File: config.mk
export PLATFORM = sky130hd
export DESIGN_NAME = aes_sub_bytes_iter
export DESIGN_NICKNAME = d
export VERILOG_FILES = /design/src/rtl/aes_pkg.sv /design/src/rtl/aes_sbox.sv /design/src/rtl/aes_sub_bytes_iter.sv
export SDC_FILE = /design/constraint.sdc
export NUM_CORES = 1
export LEC_CHECK = 0
export CAP_MARGIN = 30
export CELL_PAD_IN_SITES_DETAIL_PLACEMENT = 1
export CELL_PAD_IN_SITES_GLOBAL_PLACEMENT = 2
export CORE_MARGIN = 1.5
export CORE_UTILIZATION = 30
export DETAILED_ROUTE_END_ITERATION = 16
export GPL_ROUTABILITY_DRIVEN = 0
export PLACE_DENSITY = 0.71
export SYNTH_ARGS = -nofsm -noshare
export SYNTH_HDL_FRONTEND = slang
export SYNTH_SLANG_ARGS = --single-unit
File: constraint.sdc
create_clock -name clk -period 11 [get_ports clk]
set_input_delay 2.75 -clock clk [delete_from_list [all_inputs] [get_ports clk]]
set_output_delay 2.75 -clock clk [all_outputs]
set_load 0.1 [all_outputs]
File: src/rtl/aes_pkg.sv
// aes_pkg: shared AES constants, S-box tables and FSM state type.
//   AES_BLOCK_W : state width in bits
//   AES_BYTES   : bytes per state
//   SBOX_FWD    : forward S-box, entry x at bits [8*x +: 8] (entry 0 leftmost)
//   SBOX_INV    : inverse S-box, same layout
//   aes_state_t : SubBytes iterator FSM states
package aes_pkg;

  localparam int AES_BLOCK_W = 128;
  localparam int AES_BYTES   = 16;

  typedef enum logic [1:0] {
    IDLE = 2'd0,
    BUSY = 2'd1,
    DONE = 2'd2
  } aes_state_t;

  localparam logic [0:2047] SBOX_FWD = {
    128'h637c777bf26b6fc53001672bfed7ab76,
    128'hca82c97dfa5947f0add4a2af9ca472c0,
    128'hb7fd9326363ff7cc34a5e5f171d83115,
    128'h04c723c31896059a071280e2eb27b275,
    128'h09832c1a1b6e5aa0523bd6b329e32f84,
    128'h53d100ed20fcb15b6acbbe394a4c58cf,
    128'hd0efaafb434d338545f9027f503c9fa8,
    128'h51a3408f929d38f5bcb6da2110fff3d2,
    128'hcd0c13ec5f974417c4a77e3d645d1973,
    128'h60814fdc222a908846eeb814de5e0bdb,
    128'he0323a0a4906245cc2d3ac629195e479,
    128'he7c8376d8dd54ea96c56f4ea657aae08,
    128'hba78252e1ca6b4c6e8dd741f4bbd8b8a,
    128'h703eb5664803f60e613557b986c11d9e,
    128'he1f8981169d98e949b1e87e9ce5528df,
    128'h8ca1890dbfe6426841992d0fb054bb16
  };

  localparam logic [0:2047] SBOX_INV = {
    128'h52096ad53036a538bf40a39e81f3d7fb,
    128'h7ce339829b2fff87348e4344c4dee9cb,
    128'h547b9432a6c2233dee4c950b42fac34e,
    128'h082ea16628d924b2765ba2496d8bd125,
    128'h72f8f66486689816d4a45ccc5d65b692,
    128'h6c704850fdedb9da5e154657a78d9d84,
    128'h90d8ab008cbcd30af7e45805b8b34506,
    128'hd02c1e8fca3f0f02c1afbd0301138a6b,
    128'h3a9111414f67dcea97f2cfcef0b4e673,
    128'h96ac7422e7ad3585e2f937e81c75df6e,
    128'h47f11a711d29c5896fb7620eaa18be1b,
    128'hfc563e4bc6d279209adbc0fe78cd5af4,
    128'h1fdda8338807c731b11210592780ec5f,
    128'h60517fa919b54a0d2de57a9f93c99cef,
    128'ha0e03b4dae2af5b0c8ebbb3c83539961,
    128'h172b047eba77d626e169146355210c7d
  };

endpackage

File: src/rtl/aes_sbox.sv
// aes_sbox: single-byte AES S-box lookup, purely combinational.
//   din  : byte to substitute
//   inv  : 1 selects the inverse S-box (only when AES_SUB_BYTES_INV_EN is defined)
//   dout : substituted byte
// Macro AES_SUB_BYTES_INV_EN: when undefined only the forward table is built
// and inv is ignored.
module aes_sbox
  import aes_pkg::*;
(
  input  logic [7:0] din,
  input  logic       inv,
  output logic [7:0] dout
);

  logic [10:0] base;
  assign base = {din, 3'b000};

`ifdef AES_SUB_BYTES_INV_EN
  assign dout = inv ? SBOX_INV[base +: 8] : SBOX_FWD[base +: 8];
`else
  logic unused_inv;
  assign unused_inv = inv;
  assign dout = SBOX_FWD[base +: 8];
`endif

endmodule

File: src/rtl/aes_sub_bytes_iter.sv
// aes_sub_bytes_iter: iterative AES SubBytes, BYTES_PER_CYCLE lookups per cycle.
//   clk, rst_n           : clock, asynchronous active-low reset
//   in_valid / in_ready  : input handshake; in_block and inv captured on it
//   in_block [0:127]     : state, byte i at [8*i +: 8], byte 0 leftmost
//   inv                  : inverse S-box select (AES_SUB_BYTES_INV_EN only)
//   out_valid / out_ready: output handshake
//   out_block [0:127]    : substituted state, same byte order
// Parameter BYTES_PER_CYCLE: 4, 8 or 16.
// Macro AES_SUB_BYTES_INV_EN: enables the inverse S-box (see aes_sbox).
//
// state | meaning
// IDLE  | waiting for an input, in_ready=1
// BUSY  | substituting one slice per cycle into out_block
// DONE  | out_valid=1, out_block held; in_ready follows out_ready
module aes_sub_bytes_iter
  import aes_pkg::*;
#(
  parameter int BYTES_PER_CYCLE = 4
) (
  input  logic                   clk,
  input  logic                   rst_n,
  input  logic                   in_valid,
  output logic                   in_ready,
  input  logic [0:AES_BLOCK_W-1] in_block,
  input  logic                   inv,
  output logic                   out_valid,
  input  logic                   out_ready,
  output logic [0:AES_BLOCK_W-1] out_block
);

  localparam logic [3:0] IDX_STEP = 4'(BYTES_PER_CYCLE);
  localparam logic [3:0] IDX_LAST = 4'(AES_BYTES - BYTES_PER_CYCLE);

  aes_state_t             state;
  logic [3:0]             idx;
  logic [0:AES_BLOCK_W-1] blk_q;
  logic                   inv_q;

  logic [6:0] sb_base [BYTES_PER_CYCLE];
  logic [7:0] sb_in   [BYTES_PER_CYCLE];
  logic [7:0] sb_out  [BYTES_PER_CYCLE];

  for (genvar k = 0; k < BYTES_PER_CYCLE; k++) begin : g_lane
    assign sb_base[k] = {idx + 4'(k), 3'b000};
    assign sb_in[k]   = blk_q[sb_base[k] +: 8];
    aes_sbox u_sbox (
      .din  (sb_in[k]),
      .inv  (inv_q),
      .dout (sb_out[k])
    );
  end

  // DONE hands over and takes the next block in one edge.
  assign in_ready = (state == IDLE) || ((state == DONE) && out_ready);

  always_ff @(posedge clk or negedge rst_n) begin
    if (!rst_n) begin
      state     <= IDLE;
      idx       <= '0;
      blk_q     <= '0;
      inv_q     <= 1'b0;
      out_valid <= 1'b0;
      out_block <= '0;
    end else begin
      case (state)
        IDLE: begin
          if (in_valid) begin
            blk_q <= in_block;
            inv_q <= inv;
            idx   <= '0;
            state <= BUSY;
          end
        end
        BUSY: begin
          for (int k = 0; k < BYTES_PER_CYCLE; k++) begin
            out_block[sb_base[k] +: 8] <= sb_out[k];
          end
          // Hold idx on the last slice so it never wraps.
          if (idx == IDX_LAST) begin
            state     <= DONE;
            out_valid <= 1'b1;
          end else begin
            idx <= idx + IDX_STEP;
          end
        end
        DONE: begin
          if (out_ready) begin
            out_valid <= 1'b0;
            if (in_valid) begin
              blk_q <= in_block;
              inv_q <= inv;
              idx   <= '0;
              state <= BUSY;
            end else begin
              state <= IDLE;
            end
          end
        end
        default: state <= IDLE;
      endcase
    end
  end

endmodule

# Yosys cells after proc, flatten, opt, wreduce, memory -nomap -nowiden
# Index checks and enable logic that the tools add are counted.
[totals]
reg_bits = 263
latch_bits = 0
ramBits = 0
mem_bits_ro = 0
inputBits = 133
out_inout_bits = 130
elab_cells = 73
memories = 0
[classes]
addsub = 8
multipliers = 0
div = 0
n_lt_le_gt_ge = 0
eq_ne = 7
shifts = 16
muxes = 19
bitwise = 8
n_reduce_logical = 10
[ops]
columns = ["operator", "n"]
rows = [
  ["$shiftx A2048 B12 Y2049 const A", 4],
  ["$shift A129 B9 Y128 const A", 4],
  ["$shiftx A128 B8 Y129", 4],
  ["$shiftx A129 B9 Y128", 4],
  ["$bwmux W128", 4],
  ["$mux W128", 2],
  ["$pmux W128 S2", 1],
  ["$not A11 Y12", 4],
  ["$neg A8 Y9", 4],
  ["$not A7 Y8", 4],
  ["$mux W4", 3],
  ["$pmux W4 S3", 1],
  ["$reduce_and A3 Y1", 3],
  ["$add A4 B2 Y4 const B", 2],
  ["$ne A2 B2 Y1 const B", 4],
  ["$mux W2", 3],
  ["$pmux W2 S3", 1],
  ["$add A4 B1 Y4 const B", 1],
  ["$add A4 B3 Y4 const B", 1],
  ["$eq A4 B4 Y1 const B", 1],
  ["$reduce_bool A2 Y1", 2],
  ["$mux W1", 3],
  ["$reduce_bool A3 Y1", 1],
  ["$eq A2 B1 Y1 const B", 1],
  ["6 further kinds", 6],
]

# Logic depth before layout (Yosys ltp)
# Gate-level depths: netlist of run 1.
[logic_depth]
word_depth = 9
mapped_depth = 21
mapped_depth_nobuf = 12

# By module
# Synthesis of run 1 repeated with hierarchy kept, for this count alone.
[unflattened]
hier_cells = 2967
area_unflattened_um2 = 24920.2
[modules_own_cells]
columns = ["module", "n_inst", "cells_each", "area_per_inst_um2", "seq_area_each_um2"]
rows = [
  ["aes_sub_bytes_iter", 1, 747, 11344.6, 6556.3],
  ["aes_sbox (g_lane[2].u_sbox ...)", 2, 575, 3428.3, 0.0],
  ["aes_sbox (g_lane[0].u_sbox)", 1, 534, 3390.8, 0.0],
  ["aes_sbox (g_lane[1].u_sbox)", 1, 536, 3328.2, 0.0],
]

# Worst setup path after synthesis of run 1
# Ideal clock, no wire load.
[synth_path]
path_kind = "input to output"
start = "input out_ready"
end = "output in_ready"
arrival_time_ps = 4284
t_required_ps = 8250
slack_ps = 3966
cell_stages = 2
n_path_buf = 0
cell_sequence = "inv_1 -> a21oi_1"
[synth_between]
elab_chain_len = 2
[synth_rtl]
columns = ["item", "line", "source"]
rows = [
  ["from (decl)", "aes_sub_bytes_iter.sv:27", "input logic out_ready,"],
  ["$logic_and A1 B1 Y1", "aes_sub_bytes_iter.sv:54", "assign in_ready = (state == IDLE) || ((state == DONE) && out_ready);"],
  ["$logic_or A1 B1 Y1", "aes_sub_bytes_iter.sv:54", ""],
  ["to (decl)", "aes_sub_bytes_iter.sv:23", "output logic in_ready,"],
]
# No other way between the ends.

# Worst setup path after layout of run 1
# Ends and elaborated chain as after synthesis.

==> results by group, run 1 <==
Timing
  • Post-route clock period utilization: just under 70%
  • RSZ-0062 raised after global routing: no
  • Fin crit period: between 7 and 8 ns
  • Sum Neg Setup Slack: 0 ns
  • Max Clock Skew: around 0.013 ns
  • Fin. max-slew vios: 0
  • Final hold vios: 0
  • Relative slew slack: 24.5%
  • Slew @ Worst Pin: roughly 1.1 ns
  • Max Freq: between 0.1 and 0.15 GHz
  • Final setup vio count: 0

Worst setup path
  • Reg2reg end: out_block[15]
  • Crit. End Element: primary output
  • CP required: 8.25 ns
  • Worst path arrival time: roughly 4.9 ns
  • Worst Setup EP: in_ready
  • Reg2reg path depth: 11
  • Reg2reg start: idx[3]
  • Crit path max fanout: 2
  • Crit path launch type: primary input
  • Internal reg-to-reg setup slack: roughly 4.8 ns
  • WS Path Type: in -> out
  • Worst setup path start: out_ready

Yosys
  • EDFF count, synth: 0
  • Post-Synth Adder-Cell Area: around 3.2%
  • Synth Area in XOR/XNOR: less than 1%
  • Avg Inst Size Synth: around 8.4 µm²
  • Synth Register Bits: 261
  • Synth Instances: between 2000 and 3000
  • Simple-gate portion of the synthesized area: around 17%
  • Yosys top cell by area: dfrtp_1
  • Post-synth top area share: 26.2%
  • Post-synthesis mux area share: about 15%
  • Syn Std Cell Area: about 0.025 mm²
  • Sequential area share after synthesis: 26.2%
  • Main synth FF type: dfrtp_1
  • Library cells used by synthesis: approximately 100
  • Asr flop ratio synth: 100%
  • Ys Warns: 0
  • Synth area leaders: dfrtp_1 26%, mux2_2 7.4%, mux2i_1 4.1%, nand2_1 4.0%, o21ai_0 4.0%
  • Largest family of logic cells by synthesized area: compound AO/OA/AOI/OAI gates
  • Synth Area in Compound Gates: around a third

CTS
  • Cts repair resizes: 0
  • Clk sinks: ~260
  • Root Buffer: clkbuf_16
  • TritonCTS clock tree: done
  • Max clock buf depth: 3
  • Clk Latency, worst-skew pair: approximately 0.60 ns
  • CTS buffer count: 31
  • Max H-tree Level: 1
  • Quantity of hold-fixing buffers added after cts: 0
  • CTS clock-pin slew for the worst setup and hold paths: approximately 0.060 ns
  • Post-CTS setup buffer count: 0

Route
  • Via-per-instance ratio: 6.62
  • Detail Route Antenna Nets: 0
  • DRT Pass-1 Iters: 5
  • WL/cell: 29.8 µm
  • Total Wirelength: around 120000 µm
  • Number of remaining DRC errors: 0
  • Initial drt markers: 3331
  • Vias: roughly 27000

GRT
  • Initial antenna violation count: 4
  • Pin count of the biggest net entering global routing: 85
  • Tot GR Track Use: 27.4%
  • First-pass GRT wire length: between 150000 and 200000 µm
  • Total grt overflow: 0
  • Vias in the first global route: about 27000

Floorplan
  • # IOs: about 260
  • Die W: approximately 300 µm
  • Die Area: roughly 0.085 mm²
  • Core ar.: approximately 0.08 mm²
  • Num rows: about 110
  • Initial Util: 30.4%
  • Die H: approximately 290 µm

Place
  • # port buffers: 261
  • Post-DP HPWL: roughly 84000 µm
  • DP Cell Count: 4035

Cells and area
  • Nets@finish: roughly 3200
  • Final std cells w/o fill: between 4000 and 5000
  • Layout cell share with drive strength beyond 1: between 10% and 20%
  • Final Core Density: a little over a third
  • Area Overhead vs Synth: 17.9%

Run
  • # Max-Cap Violations: 0

Run status
  • Status: finished, final reports clean

Worst hold path
  • Hold/Removal Path Class: reg -> reg
-- per-stage QoR --
stage / instance area, µm² / hold WS [ns] / setup slack [ns]
global placement: 27700 / 0.463 / 3.39
global route: 29400 / 0.508 / 3.35
detailed placement: 28300 / 0.470 / 3.44
floorplan: 25000 / 0.475 / 3.97
CTS: 29400 / 0.485 / 3.43
finish: 29400 / 0.479 / 3.40
-- cells by family after synthesis --
group / after synthesis
other: 1
DFF: 261
muxes: 302
AOI/OAI and AO/OA: 1095
xor gates and xnor gates: 9
buffers and inverters: 377
and+or+nand+nor: 859
adders and majority gates: 64
-- flip-flops by register name, indices dropped and copies added (netlist names) --
name       flops
out_valid      1
blk_q        128
idx            2
out_block    128
state          2
-- layout make-up --
type                            instances  area, µm²
Antenna cell                            2       5.00
Clock buffer                           45        908
Clock inverter                         12        108
Fill cell                            9555      52800
Inverter                               50        189
Multi-Input combinational cell       2331      16700
Sequential cell                       261       6540
Tap cell                             1070       1340
Timing Repair Buffer                  326       3610
-- worst min-delay path by stage --
stage,endpoint,cells after the start,start
global route,out_block[68],2,out_block[68]
floorplan,blk_q[109],1,blk_q[109]
global placement,out_block[59],2,out_block[59]
finish,out_block[95],2,out_block[95]
detailed placement,out_block[53],2,out_block[53]
CTS,out_block[53],2,out_block[53]
-- cell usage after synthesis (all sizes together) (24+ instances only) --
| library cell | instances |
|---|---|
| a211oi | 61 |
| a21oi | 166 |
| a221oi | 45 |
| a22o | 49 |
| a311oi | 41 |
| a31oi | 47 |
| a32oi | 24 |
| and2 | 36 |
| buf | 153 |
| clkbuf | 174 |
| dfrtp | 261 |
| ha | 64 |
| inv | 49 |
| mux2 | 165 |
| mux2i | 106 |
| mux4 | 31 |
| nand2 | 265 |
| nand2b | 104 |
| nand3 | 82 |
| nor2 | 129 |
| nor2b | 37 |
| nor3 | 55 |
| o211ai | 67 |
| o21ai | 204 |
| o221ai | 35 |
| o22ai | 34 |
| o311ai | 29 |
| or2 | 36 |
-- metal layers --
metal / share of wire, % / track usage [%] / wire (µm)
met5: 0.032 / 0 / 39
met3: 9.0 / 5.47 / 11000
met2: 45 / 43.3 / 55000
met1: 41 / 36.5 / 50600
met4: 4.6 / 11.3 / 5580
-- layout by cell type (no fill, tap or decap), types with 67 or more instances in the layout --
master	count
a21oi_1	166
clkdlybuf4s50_1	260
dfrtp_1	259
mux2_2	164
mux2i_1	102
nand2_1	262
nand2b_1	104
nand3_1	82
nor2_1	127
o211ai_1	67
o21ai_0	198
-- worst max-delay path, stage by stage --
cell,delay [ns]
clkdlybuf4s50_1,0.48
inv_1,0.05
a21oi_1,0.35
clkdlybuf4s50_1,1.21
Power of run 1 is not shown: default switching activity piles up to over one toggle a cycle in this logic, so the estimate is an artifact.
==> run 2, diff against run 1 <==
==> constraint.sdc (replaced) <==
create_clock -name clk -period 7.73 [get_ports clk]
set_input_delay 1.9325 -clock clk [delete_from_list [all_inputs] [get_ports clk]]
set_output_delay 1.9325 -clock clk [all_outputs]
set_load 0.1 [all_outputs]
==> results by group, run 2 (synthesized netlist as in run 1, its figures left out) <==
Cells and area
  • Area Overhead vs Synth: 18.8%
  • Leading cell type in the layout, fill and taps excluded: nand2_1
  • Most frequent cells in the layout: 262 x nand2_1, 260 x clkdlybuf4s50_1, 259 x dfrtp_1, 198 x o21ai_0, 166 x a21oi_1
  • Layout cell share with drive strength beyond 1: a little over an eighth
  • Nets@finish: approximately 3200
  • Fillers: between 9000 and 10000
  • Largest registers: blk_q: 128 flops, out_block: 128 flops
  • Final std cells w/o fill: between 4000 and 5000

Timing
  • Setup ws final: about 1.7 ns
  • Post-route clock period utilization: 77.6%
  • Final setup vio count: 0
  • Hold slack final: 0.479 ns
  • Max Clock Skew: 0.0109 ns
  • RSZ-0062 raised after global routing: no
  • Final hold vios: 0
  • Relative slew slack: just under 30%
  • Slew @ Worst Pin: 1.05 ns
  • Fin crit period: approximately 6.0 ns
  • Sum Neg Setup Slack: 0 ns
  • Max Freq: between 0.15 and 0.2 GHz
  • Fin. max-slew vios: 0

CTS
  • Max clock buf depth: 3
  • TritonCTS clock tree: done
  • Clk sinks: around 260
  • Max H-tree Level: 1
  • Root Buffer: clkbuf_16
  • Clk Latency, worst-skew pair: 0.60 ns
  • CTS buffer count: 31
  • Post-CTS setup buffer count: 0
  • CTS clock-pin slew for the worst setup and hold paths: ~0.050 ns
  • Cts repair resizes: 0
  • Quantity of hold-fixing buffers added after cts: 0

Route
  • DRT Pass-1 Iters: 8
  • Detail Route Antenna Nets: 0
  • Initial drt markers: ~3600
  • WL/cell: approximately 30 µm
  • Via-per-instance ratio: approximately 6.6
  • Total Wirelength: between 100000 and 150000 µm
  • Vias: between 20000 and 30000
  • Number of remaining DRC errors: 0

Place
  • # port buffers: about 260
  • Dpl ws: approximately 1.8 ns
  • DP Cell Count: between 4000 and 5000
  • Post-DP HPWL: roughly 84000 µm

Floorplan
  • Die W: ~300 µm
  • Initial Util: between 30 and 40%
  • Die Area: about 0.085 mm²
  • Core ar.: about 0.082 mm²
  • # IOs: approximately 260
  • Die H: 291 µm
  • Num rows: roughly 110

Worst hold path
  • Hold/Removal Path Class: reg -> reg
  • Min-delay src: out_block[31]

Worst setup path
  • Crit path launch type: primary input
  • Worst path arrival time: about 4.1 ns
  • Crit. End Element: primary output
  • Worst setup path start: out_ready
  • Reg2reg start: idx[3]
  • CP required: 5.80 ns
  • WS Path Type: in -> out
  • Crit path max fanout: 2

GRT
  • Tot GR Track Use: 27.6%
  • Vias in the first global route: around 27000
  • First-pass GRT wire length: 183000 µm
  • Pin count of the biggest net entering global routing: 133
  • Total grt overflow: 0
  • Initial antenna violation count: 4

Run status
  • Status: finished, final reports clean

Run
  • # Max-Cap Violations: 0
==> run 2: cell types whose count changed in the layout (fill, tap and decap cells not counted), moves of 2 or more <==
cell       previous run  this run
inv_6                 3         1
clkinv_2              6         3
bufinv_16             1         3
buf_4                40        50
buf_12                0         5
==> run 2: worst paths after layout <==
kind | to | slack (ns) | cells past startpoint
max in group asynchronous | idx[3] | 5.09 | 2
min in group asynchronous | blk_q[68] | 1.27 | 1
hold reg to reg | out_block[31] | 0.48 | 2
setup reg to reg | out_block[127] | 1.74 | 11
setup / recovery | in_ready | 1.73 | 4
hold / removal | out_block[31] | 0.48 | 2
==> run 2: worst max-delay path: stages <==
cell and delay [ns]:
clkdlybuf4s50_1 0.49, inv_1 0.06, a21oi_1 0.36, clkdlybuf4s50_1 1.22
==> run 2: per-layer routing <==
metal	track usage, %	share of wire (%)
met1	36.7	41
met5	0	0.020
met3	6.58	10
met4	10.9	4.3
met2	43.1	44
==> run 2: area by class of cell <==
class,instances,area (µm²),share of cell area (%)
clock inverter,7,116,0.392
antenna,1,2.50,0.00844
sequential,261,6540,22.1
inverter,50,189,0.637
timing repair buffer,343,3790,12.8
clock buffer,46,922,3.11
multi-input combinational,2331,16700,56.5
tap,1070,1340,4.52
==> run 2: metrics by stage <==
step / area (µm²) / util, %
after floorplan: 25000 / -
after global placement: 27900 / 33.9
after detailed placement: 28600 / 34.7
after CTS: 29600 / 36.0
after global routing: 29600 / 36.1
final: 29600 / 36.1
Power of run 2 is left out for the same reason.
